==> src/rtl/de_zone_hub_pkg.sv <==
// Shared types and threshold table for the horizontal-zone duty hub.
package de_zone_pkg;

    typedef enum logic [1:0] {
        IDLE   = 2'd0,
        ACTIVE = 2'd1,
        DONE   = 2'd2,
        OVER   = 2'd3
    } HubState;

    localparam int unsigned TH_W = 7;

    localparam logic [TH_W-1:0] TH_SW0 = 7'd79;
    localparam logic [TH_W-1:0] TH_SW1 = 7'd64;
    localparam logic [TH_W-1:0] TH_SW2 = 7'd48;
    localparam logic [TH_W-1:0] TH_SW3 = 7'd32;

    // Duty threshold selected by the two-bit switch.
    function automatic logic [TH_W-1:0] thresholdOf(input logic [1:0] sw);
        logic [TH_W-1:0] th;
        case (sw)
            2'b00:   th = TH_SW0;
            2'b01:   th = TH_SW1;
            2'b10:   th = TH_SW2;
            default: th = TH_SW3;
        endcase
        return th;
    endfunction

endpackage

==> src/rtl/de_zone_hub_if.sv <==
// Pixel-side bus of the zone duty hub; oOnCount exists only with DE_ZONE_HUB_STATS_EN.
interface de_zone_hub_if #(
    parameter int unsigned ZONES  = 24,
    parameter int unsigned DUTY_W = 7
`ifdef DE_ZONE_HUB_STATS_EN
    , parameter int unsigned CNT_W = 12
`endif
);

    logic                       iDE;
    logic [DUTY_W-1:0]          iH_Block_Duty_Count;
    logic [1:0]                 iDutySW;
    logic [ZONES-1:0]           oH_Duty;
    logic [$clog2(ZONES)-1:0]   oZone;
    logic                       oLineDone;
    logic                       oShortLine;
    logic                       oOverrun;
`ifdef DE_ZONE_HUB_STATS_EN
    logic [CNT_W-1:0]           oOnCount;

    modport master (
        output iDE, iH_Block_Duty_Count, iDutySW,
        input  oH_Duty, oZone, oLineDone, oShortLine, oOverrun, oOnCount
    );

    modport slave (
        input  iDE, iH_Block_Duty_Count, iDutySW,
        output oH_Duty, oZone, oLineDone, oShortLine, oOverrun, oOnCount
    );
`else
    modport master (
        output iDE, iH_Block_Duty_Count, iDutySW,
        input  oH_Duty, oZone, oLineDone, oShortLine, oOverrun
    );

    modport slave (
        input  iDE, iH_Block_Duty_Count, iDutySW,
        output oH_Duty, oZone, oLineDone, oShortLine, oOverrun
    );
`endif

endinterface

==> src/rtl/de_zone_hub_counter.sv <==
// Pixel-within-zone and zone counter; wraps to the origin after the last pixel of the last zone.
module de_zone_counter #(
    parameter int unsigned ZONES  = 24,
    parameter int unsigned ZONE_W = 80
) (
    input  logic                       clk,
    input  logic                       rst,
    input  logic                       advance,
    input  logic                       clear,
    output logic [$clog2(ZONES)-1:0]   zone,
    output logic [$clog2(ZONE_W)-1:0]  pixCnt,
    output logic                       last
);

    localparam int unsigned ZONE_IW = $clog2(ZONES);
    localparam int unsigned PIX_W   = $clog2(ZONE_W);

    logic zoneEnd;

    assign zoneEnd = (pixCnt == PIX_W'(ZONE_W - 1));
    assign last    = zoneEnd && (zone == ZONE_IW'(ZONES - 1));

    always_ff @(posedge clk) begin
        if (rst || clear) begin
            pixCnt <= '0;
            zone   <= '0;
        end else if (advance) begin
            if (zoneEnd) begin
                pixCnt <= '0;
                zone   <= last ? '0 : zone + ZONE_IW'(1);
            end else begin
                pixCnt <= pixCnt + PIX_W'(1);
            end
        end
    end

endmodule

==> src/rtl/de_zone_hub.sv <==
// Horizontal-zone duty hub: maps DE-high pixels to zones and drives a one-hot duty vector.
// Optional per-line duty statistics are enabled by defining DE_ZONE_HUB_STATS_EN.
module de_zone_hub
    import de_zone_pkg::*;
#(
    parameter int unsigned ZONES  = 24,
    parameter int unsigned ZONE_W = 80,
    parameter int unsigned DUTY_W = 7
`ifdef DE_ZONE_HUB_STATS_EN
    , parameter int unsigned CNT_W = 12
`endif
) (
    input  logic          iODCK,
    input  logic          iRST,
    de_zone_hub_if.slave  bus
);

    localparam int unsigned ZONE_IW = $clog2(ZONES);
    localparam int unsigned PIX_W   = $clog2(ZONE_W);
    localparam int unsigned CMP_W   = (DUTY_W > TH_W) ? DUTY_W : TH_W;

    HubState              state;
    HubState              stateNext;
    logic                 accept;
    logic                 clear;
    logic                 shortNext;
    logic                 overSet;
    logic                 outen;
    logic [ZONES-1:0]     dutyNext;
    logic [ZONE_IW-1:0]   zone;
    logic [PIX_W-1:0]     pixCnt;
    logic                 last;

    de_zone_counter #(
        .ZONES  (ZONES),
        .ZONE_W (ZONE_W)
    ) uCounter (
        .clk     (iODCK),
        .rst     (iRST),
        .advance (accept),
        .clear   (clear),
        .zone    (zone),
        .pixCnt  (pixCnt),
        .last    (last)
    );

    assign outen = (CMP_W'(bus.iH_Block_Duty_Count) <= CMP_W'(thresholdOf(bus.iDutySW)));

    always_ff @(posedge iODCK) begin
        if (iRST) state <= IDLE;
        else      state <= stateNext;
    end

    // Next state plus the decisions that feed the output registers.
    always_comb begin
        stateNext = state;
        accept    = 1'b0;
        clear     = 1'b0;
        shortNext = 1'b0;
        overSet   = 1'b0;
        dutyNext  = '0;
        case (state)
            IDLE: begin
                if (bus.iDE) begin
                    accept    = 1'b1;
                    stateNext = ACTIVE;
                end
            end
            ACTIVE: begin
                if (bus.iDE) begin
                    accept = 1'b1;
                    if (last) stateNext = DONE;
                end else begin
                    clear     = 1'b1;
                    shortNext = 1'b1;
                    stateNext = IDLE;
                end
            end
            DONE: begin
                if (bus.iDE) begin
                    overSet   = 1'b1;
                    stateNext = OVER;
                end else begin
                    stateNext = IDLE;
                end
            end
            OVER: begin
                if (!bus.iDE) stateNext = IDLE;
            end
            default: stateNext = IDLE;
        endcase
        if (accept && outen) dutyNext = ZONES'(1) << zone;
    end

    always_ff @(posedge iODCK) begin
        if (iRST) begin
            bus.oH_Duty    <= '0;
            bus.oZone      <= '0;
            bus.oLineDone  <= 1'b0;
            bus.oShortLine <= 1'b0;
            bus.oOverrun   <= 1'b0;
        end else begin
            bus.oH_Duty    <= dutyNext;
            bus.oLineDone  <= accept && last;
            bus.oShortLine <= shortNext;
            if (accept)  bus.oZone    <= zone;
            if (overSet) bus.oOverrun <= 1'b1;
        end
    end

`ifdef DE_ZONE_HUB_STATS_EN
    logic [CNT_W-1:0] onCnt;
    logic [CNT_W-1:0] onCntNext;

    // A pixel accepted from IDLE starts a new line, so the running count restarts there.
    assign onCntNext = ((state == IDLE) ? '0 : onCnt) + CNT_W'(outen);

    always_ff @(posedge iODCK) begin
        if (iRST) begin
            onCnt        <= '0;
            bus.oOnCount <= '0;
        end else if (accept) begin
            onCnt <= onCntNext;
            if (last) bus.oOnCount <= onCntNext;
        end
    end
`endif

    idleAtOrigin: assert property (@(posedge iODCK) disable iff (iRST)
        (state == IDLE) |-> (pixCnt == '0 && zone == '0));

endmodule
==> src/flat_wrapper.sv <==
// flat-port wrapper written by rule: the top's interface ports become plain ports
module de_zone_hub_flat import de_zone_pkg::*;
#(
    parameter int unsigned ZONES  = 24,
    parameter int unsigned ZONE_W = 80,
    parameter int unsigned DUTY_W = 7

)
  (iODCK, iRST, bus_iDE, bus_iH_Block_Duty_Count, bus_iDutySW, bus_oH_Duty, bus_oZone, bus_oLineDone, bus_oShortLine, bus_oOverrun);
  de_zone_hub_if #(.ZONES(ZONES), .DUTY_W(DUTY_W)) bus_i ();
  input  logic iODCK;
  input  logic iRST;
  input wire logic [$bits(bus_i.iDE)-1:0] bus_iDE;
  input wire logic [$bits(bus_i.iH_Block_Duty_Count)-1:0] bus_iH_Block_Duty_Count;
  input wire logic [$bits(bus_i.iDutySW)-1:0] bus_iDutySW;
  output wire logic [$bits(bus_i.oH_Duty)-1:0] bus_oH_Duty;
  output wire logic [$bits(bus_i.oZone)-1:0] bus_oZone;
  output wire logic [$bits(bus_i.oLineDone)-1:0] bus_oLineDone;
  output wire logic [$bits(bus_i.oShortLine)-1:0] bus_oShortLine;
  output wire logic [$bits(bus_i.oOverrun)-1:0] bus_oOverrun;
  assign bus_i.iDE = bus_iDE;
  assign bus_i.iH_Block_Duty_Count = bus_iH_Block_Duty_Count;
  assign bus_i.iDutySW = bus_iDutySW;
  assign bus_oH_Duty = bus_i.oH_Duty;
  assign bus_oZone = bus_i.oZone;
  assign bus_oLineDone = bus_i.oLineDone;
  assign bus_oShortLine = bus_i.oShortLine;
  assign bus_oOverrun = bus_i.oOverrun;
  de_zone_hub #(.ZONES(ZONES), .ZONE_W(ZONE_W), .DUTY_W(DUTY_W)) u_core (.iODCK(iODCK), .iRST(iRST), .bus(bus_i));
endmodule
==> config.mk <==
export PLATFORM = sky130hd
export DESIGN_NAME = de_zone_hub_flat
export DESIGN_NICKNAME = d
export VERILOG_FILES = /design/src/rtl/de_zone_hub_pkg.sv /design/src/rtl/de_zone_hub_if.sv /design/src/rtl/de_zone_hub_counter.sv /design/src/rtl/de_zone_hub.sv /design/src/flat_wrapper.sv
export SDC_FILE = /design/constraint.sdc
export NUM_CORES = 1
export LEC_CHECK = 0
export CORE_MARGIN = 4
export CORE_UTILIZATION = 45
export DETAILED_ROUTE_END_ITERATION = 10
export GPL_TIMING_DRIVEN = 0
export HOLD_SLACK_MARGIN = 0.06
export PLACE_DENSITY = 0.84
export SLEW_MARGIN = 25
export SYNTH_ARGS = -nofsm -noshare
export SYNTH_HDL_FRONTEND = slang
export SYNTH_SLANG_ARGS = --single-unit
==> constraint.sdc <==
create_clock -name iODCK -period 2.6 [get_ports iODCK]
set_input_delay 0.39 -clock iODCK [delete_from_list [all_inputs] [get_ports iODCK]]
set_output_delay 0.39 -clock iODCK [all_outputs]
set_load 0.005 [all_outputs]
## Word-level counts from Yosys, hierarchy flattened

Cells that the tools add are included.

| word-level totals | value |
|---|---|
| input bits | 12 |
| output and inout port bits | 32 |
| register bits after elaboration | 46 |

| cells by class | value |
|---|---|
| $add $sub $neg | 2 |
| equal/unequal tests | 10 |
| bitwise logic cells | 1 |
| muxes and demuxes | 14 |
| order comparisons | 1 |
| shift-type cells | 1 |
| reductions and logical operators | 10 |

Operators with widths:

| operator | count |
|---|---|
| 1-bit by 5-bit << shifter with 24-bit output (first input constant) | 1 |
| 7-bit one-hot mux with 3 select lines | 1 |
| 2-bit 2-to-1 mux | 5 |
| 2-bit one-hot mux with 4 select lines | 1 |
| 7-bit by 1-bit adder with 7-bit output (second input constant) | 1 |
| 7-bit equality test (second input constant) | 1 |
| 7-bit less-or-equal comparator | 1 |
| 7-bit 2-to-1 mux | 1 |
| 2-bit equality test (second input constant) | 3 |
| 5-bit by 1-bit adder with 5-bit output (second input constant) | 1 |
| 5-bit equality test (second input constant) | 1 |
| 1-bit 2-to-1 mux | 5 |
| 5-bit 2-to-1 mux | 1 |
| 2-bit by 1-bit equality test with 1-bit output (second input constant) | 2 |
| 2-bit logical NOT | 2 |
| 2-bit != test (second input constant) | 2 |
| 2-bit OR reduction | 2 |
| 1-bit logical AND | 3 |
| 3-bit by 2-bit != test with 1-bit output (second input constant) | 1 |
| 3-bit AND reduction | 1 |
| 2-bit AND reduction | 1 |
| 1-bit logical OR | 1 |
| 1-bit inverter | 1 |

## Depth between registers and ports, before layout

| logic depth | value |
|---|---|
| depth after elaboration | 6 |
| depth in mapped cells | 7 |

## Cells and area by module

Synthesis repeated with hierarchy kept, for this count alone.

| second synthesis, totals | value |
|---|---|
| cell total of the unflattened synthesis | 205 |
| area total of the unflattened synthesis | 1,981.9 um^2 |

Modules (own cells, without submodules):

| module | instances | cells each | sequential area each (um^2) | area an instance (um^2) |
|---|---|---|---|---|
| de_zone_hub | 1 | 133 | 680.7 | 1,375.1 |
| de_zone_counter | 1 | 72 | 240.2 | 606.8 |

## Least setup slack after synthesis

Ideal clock, no wire load.

| timing | value |
|---|---|
| path kind | in2reg |
| from | input port bus_iDutySW[1] |
| to | register u_core.bus.oH_Duty[10] |
| required time | 2.514 ns |
| library setup time | 0.086 ns |
| path buffers | 1 |
| arrival time | 2.025 ns |
| cell stages on the path | 7 |
| setup slack | 0.488 ns |
| cell sequence | or2_2 -> ha_1 -> o21a_1 -> o311ai_0 -> o21ai_1 -> clkbuf_1 -> a211oi_1 |

| between the ends | value |
|---|---|
| word-level cells in the longest chain between the ends | 6 |
| elaborated cells between the ends (all ways) | 8 |
| those cells by class | order compare: 1; eq/ne: 2; mux: 1; bitwise: 1; reduce/logical: 3 |

Ends and longest elaborated chain:

| element | line | RTL |
|---|---|---|
| start, declared | flat_wrapper.sv:15 | `input wire logic [$bits(bus_i.iDutySW)-1:0] bus_iDutySW;` |
| 2-bit equality test (tied with other cells) | de_zone_hub_pkg.sv:21 | `case (sw)` |
| 7-bit one-hot mux with 3 select lines (*) | de_zone_hub_pkg.sv:21 |  |
| 7-bit less-or-equal comparator (*) | de_zone_hub.sv:47 | `assign outen = (CMP_W'(bus.iH_Block_Duty_Count) <= CMP_W'(thresholdOf(bus.iDutySW)));` |
| 1-bit logical AND (*) | de_zone_hub.sv:92 | `if (accept && outen) dutyNext = ZONES'(1) << zone;` |
| 1-bit inverter (no line) (*) | - |  |
| 2-bit OR reduction (no line) (*) | - |  |
| end signal, assigned | de_zone_hub.sv:103 | `bus.oH_Duty <= dutyNext;` |
| end, declared | de_zone_hub_if.sv:38 | `output oH_Duty, oZone, oLineDone, oShortLine, oOverrun` |

Mark *: on every way between the ends. The rest lies on a longest branch, timed or not.
A chain may end at the register's enable or synchronous reset.

## Worst setup path after layout

| timing | value |
|---|---|
| from | input port bus_iDutySW[1] |
| to | register u_core.bus.oH_Duty[6] |

The elaborated chain is that of the path after synthesis.

==> qor.txt <==
Comb pwr share = 0.070
Starting Density = 0.472
Ys flop type = dfxtp_1
Post-route antenna net violation count = 0
Critical Path Sink Type = register
WP data arrival = 2660 ps
CTS tree = done
Yosys reg bits = 46
Post-synthesis sequential area ratio = 0.480
First-pass GRT wire length = 6770 um
# setup viols final = 0
Hold buffer count at cts = 0
Final Cell Area = 2520 sq um
Syn_area_per_cell = 9.17 sq um
Maxcap violations = 0
Internal power = 1.04 mW
Reg area = 921 sq um
Sequential Power Share = 0.539
Pwr Density = 523 nW/um^2
Hold_ws = 428 ps
Worst path cell trace = clkdlybuf4s50_1 > or2_2 > ha_1 > a21o_1 > a211oi_1 > o21ai_2 > clkbuf_2 > a211oi_1
Worst-Margin Slew = 591 ps
Final hold violation count = 0
Clock slew at reported path FFs = 80 ps
Synth-to-Final Area Change = 31.6%
Period utilisation layout = 0.945
Switching power = 0.284 mW
Min-Delay Path Class = primary input to register
Worst VDD drop = 0.192 mV
Final setup skew = 7.72 ps
Worst skew pair latency = 300 ps
HPWL Detailed = 3000 um
Ys async rst share = 0
Final max-slew violation count = 0
Most common cell after layout, fill and taps aside = dfxtp_1
Slew HR = 0.603
Drt wl/cell = 13.2 um
WP data required = 2800 ps
Commonest cells after routing, fill and taps aside = dfxtp_1, clkdlybuf4s50_1, nand2_1, a211oi_1, a21oi_1
Ys Warns = 0
Core area = 4060 sq um
Top cell by count, worst path = a211oi_1
Antenna violations before repair = 0
Core Rows = 23
Min cycle time layout = 2460 ps
Overall routed net length = 4090 um
Root Buffer Master = clkbuf_8
Synth unique cells = 38
Total CTS buffers = 5
Die extent in x = 73.3 um
Port bufs = 42
Clock power frac = 0.392
Synthesized Nets = 233
Clock sinks = 46
CP max FO = 10
H-tree depth = 2
EDFF count, synth = 0
Residual DRC = 0
Kind of critical path = primary input to register
Synth top area cells = dfxtp_1, a211oi_1, ha_1
Max Freq = 0.407 GHz
Vias in the first global route = 1,506
Fill cells = 342
Static leakage = 0.853 nW
I/O Pins = 44
Layout cells sized above 1 = 0.0656
Multi-input logic area = 916 sq um
Cell count after synthesis = 209
Die Y = 73.3 um
Area after DPL = 2400 sq um
Buf/Inv on CP = 2
Status = finished clean
Antenna diode count = 0
Synthesized area = 1920 sq um
Layout Nets = 282
GPL Wtd Cong = 0.795
Pre-CTS WS = -282 ps
Worst stage delay on the critical path = 460 ps
Top cell type by total area after synthesis = dfxtp_1
Initial DRC count = 156
Largest net degree at the start of global routing = 14
Worst-case clock buffer depth = 2
Gr ovfl total = 0
Tot Pwr = 1.32 mW
Slowest CP cell = clkdlybuf4s50_1
Critical path launch point type = primary input
Die Area = 5370 sq um
1st-pass router iterations = 4
DR vias/cell = 5.33
Post-route setup slack = 144 ps
Yosys top cell area share = 0.480
Gr usage total = 0.163
Via count = 1,646
Top delay family on crit path = compound AO/OA/AOI/OAI gates
Final TNS setup = 0 ps
Switching Fraction = 0.215
-- path summary, 6_finish.rpt --
path / from / to / slack (ps) / depth (start not counted)
setup reg to reg: u_core.uCounter.pixCnt[6] / u_core.uCounter.zone[4] / 600 / 5
setup / recovery: bus_iDutySW[1] / u_core.bus.oH_Duty[6] / 140 / 8
hold / removal: iRST / u_core.bus.oOverrun / 430 / 2
hold reg to reg: u_core.bus.oZone[1] / u_core.bus.oZone[1] / 460 / 2
-- flip-flops by register name, summed over array words and instances, names as in the netlist --
signal and cells:
u_core.uCounter.pixCnt 7, u_core.uCounter.zone 5, u_core.bus.oZone 5, u_core.state 2
u_core.bus.oShortLine 1, u_core.bus.oH_Duty 24, u_core.bus.oLineDone 1, u_core.bus.oOverrun 1
-- layout make-up --
| cell class | instances | area share |
|---|---|---|
| clock buffer | 7 | 0.0303 |
| multi-input combinational | 140 | 0.363 |
| timing repair buffer | 42 | 0.167 |
| buffer | 13 | 0.0233 |
| inverter | 10 | 0.0149 |
| clock inverter | 1 | 0.0119 |
| sequential | 46 | 0.365 |
| tap | 50 | 0.0248 |
-- per-layer routing --
metal | track usage | routed length (um) | vias to the layer above
met3 | 0.0424 | 194 | 9
met1 | 0.195 | 1810 | 762
li1 | - | - | 843
met4 | 0.0738 | 83 | 0
met5 | 0 | 0 | -
met2 | 0.272 | 2000 | 32
-- through the flow --
| stage | std cells | utilization |
|---|---|---|
| finish | 309 | 0.622 |
| detailed placement | 301 | 0.591 |
| floorplan | 209 | - |
| global placement | 301 | 0.591 |
| CTS | 309 | 0.618 |
| global route | 309 | 0.622 |
-- repair_timing --
action | CTS | global route
setup buffers | 0 | 0
endpoints found under the setup margin | 0 | 20
gates resized for setup | 0 | 8
-- power groups by stage --
stage	sequential [mW]	combinational [mW]	clock [mW]
after global placement	0.728	0.0845	0
after detailed placement	0.728	0.0872	0
after CTS	0.711	0.0883	0.526
final	0.711	0.0917	0.517
after floorplan	0.727	0.0530	0
after global routing	0.712	0.103	0.556
-- cell families (layout without fill, tap and decap cells) --
group	after synthesis	count (layout)	share of synthesized area
AND/OR/NAND/NOR	70	70	0.188
AO/OA/AOI/OAI	55	55	0.191
flip-flops	46	46	0.480
buffers and inverters	23	73	0.0490
adder cells (fa/ha/maj)	12	12	0.0783
XOR/XNOR	3	3	0.0137
-- Yosys cell counts (all sizes together) (3+ instances only) --
cell and count:
a211oi 25, inv 10, nand2b 3, ha 12, clkbuf 12, nor3 3
o21ai 5, dfxtp 46, nand3 5, nor2 10, nand2 28, or3 4
a21oi 15
No activity file was read; power rests on OpenSTA's default activity.
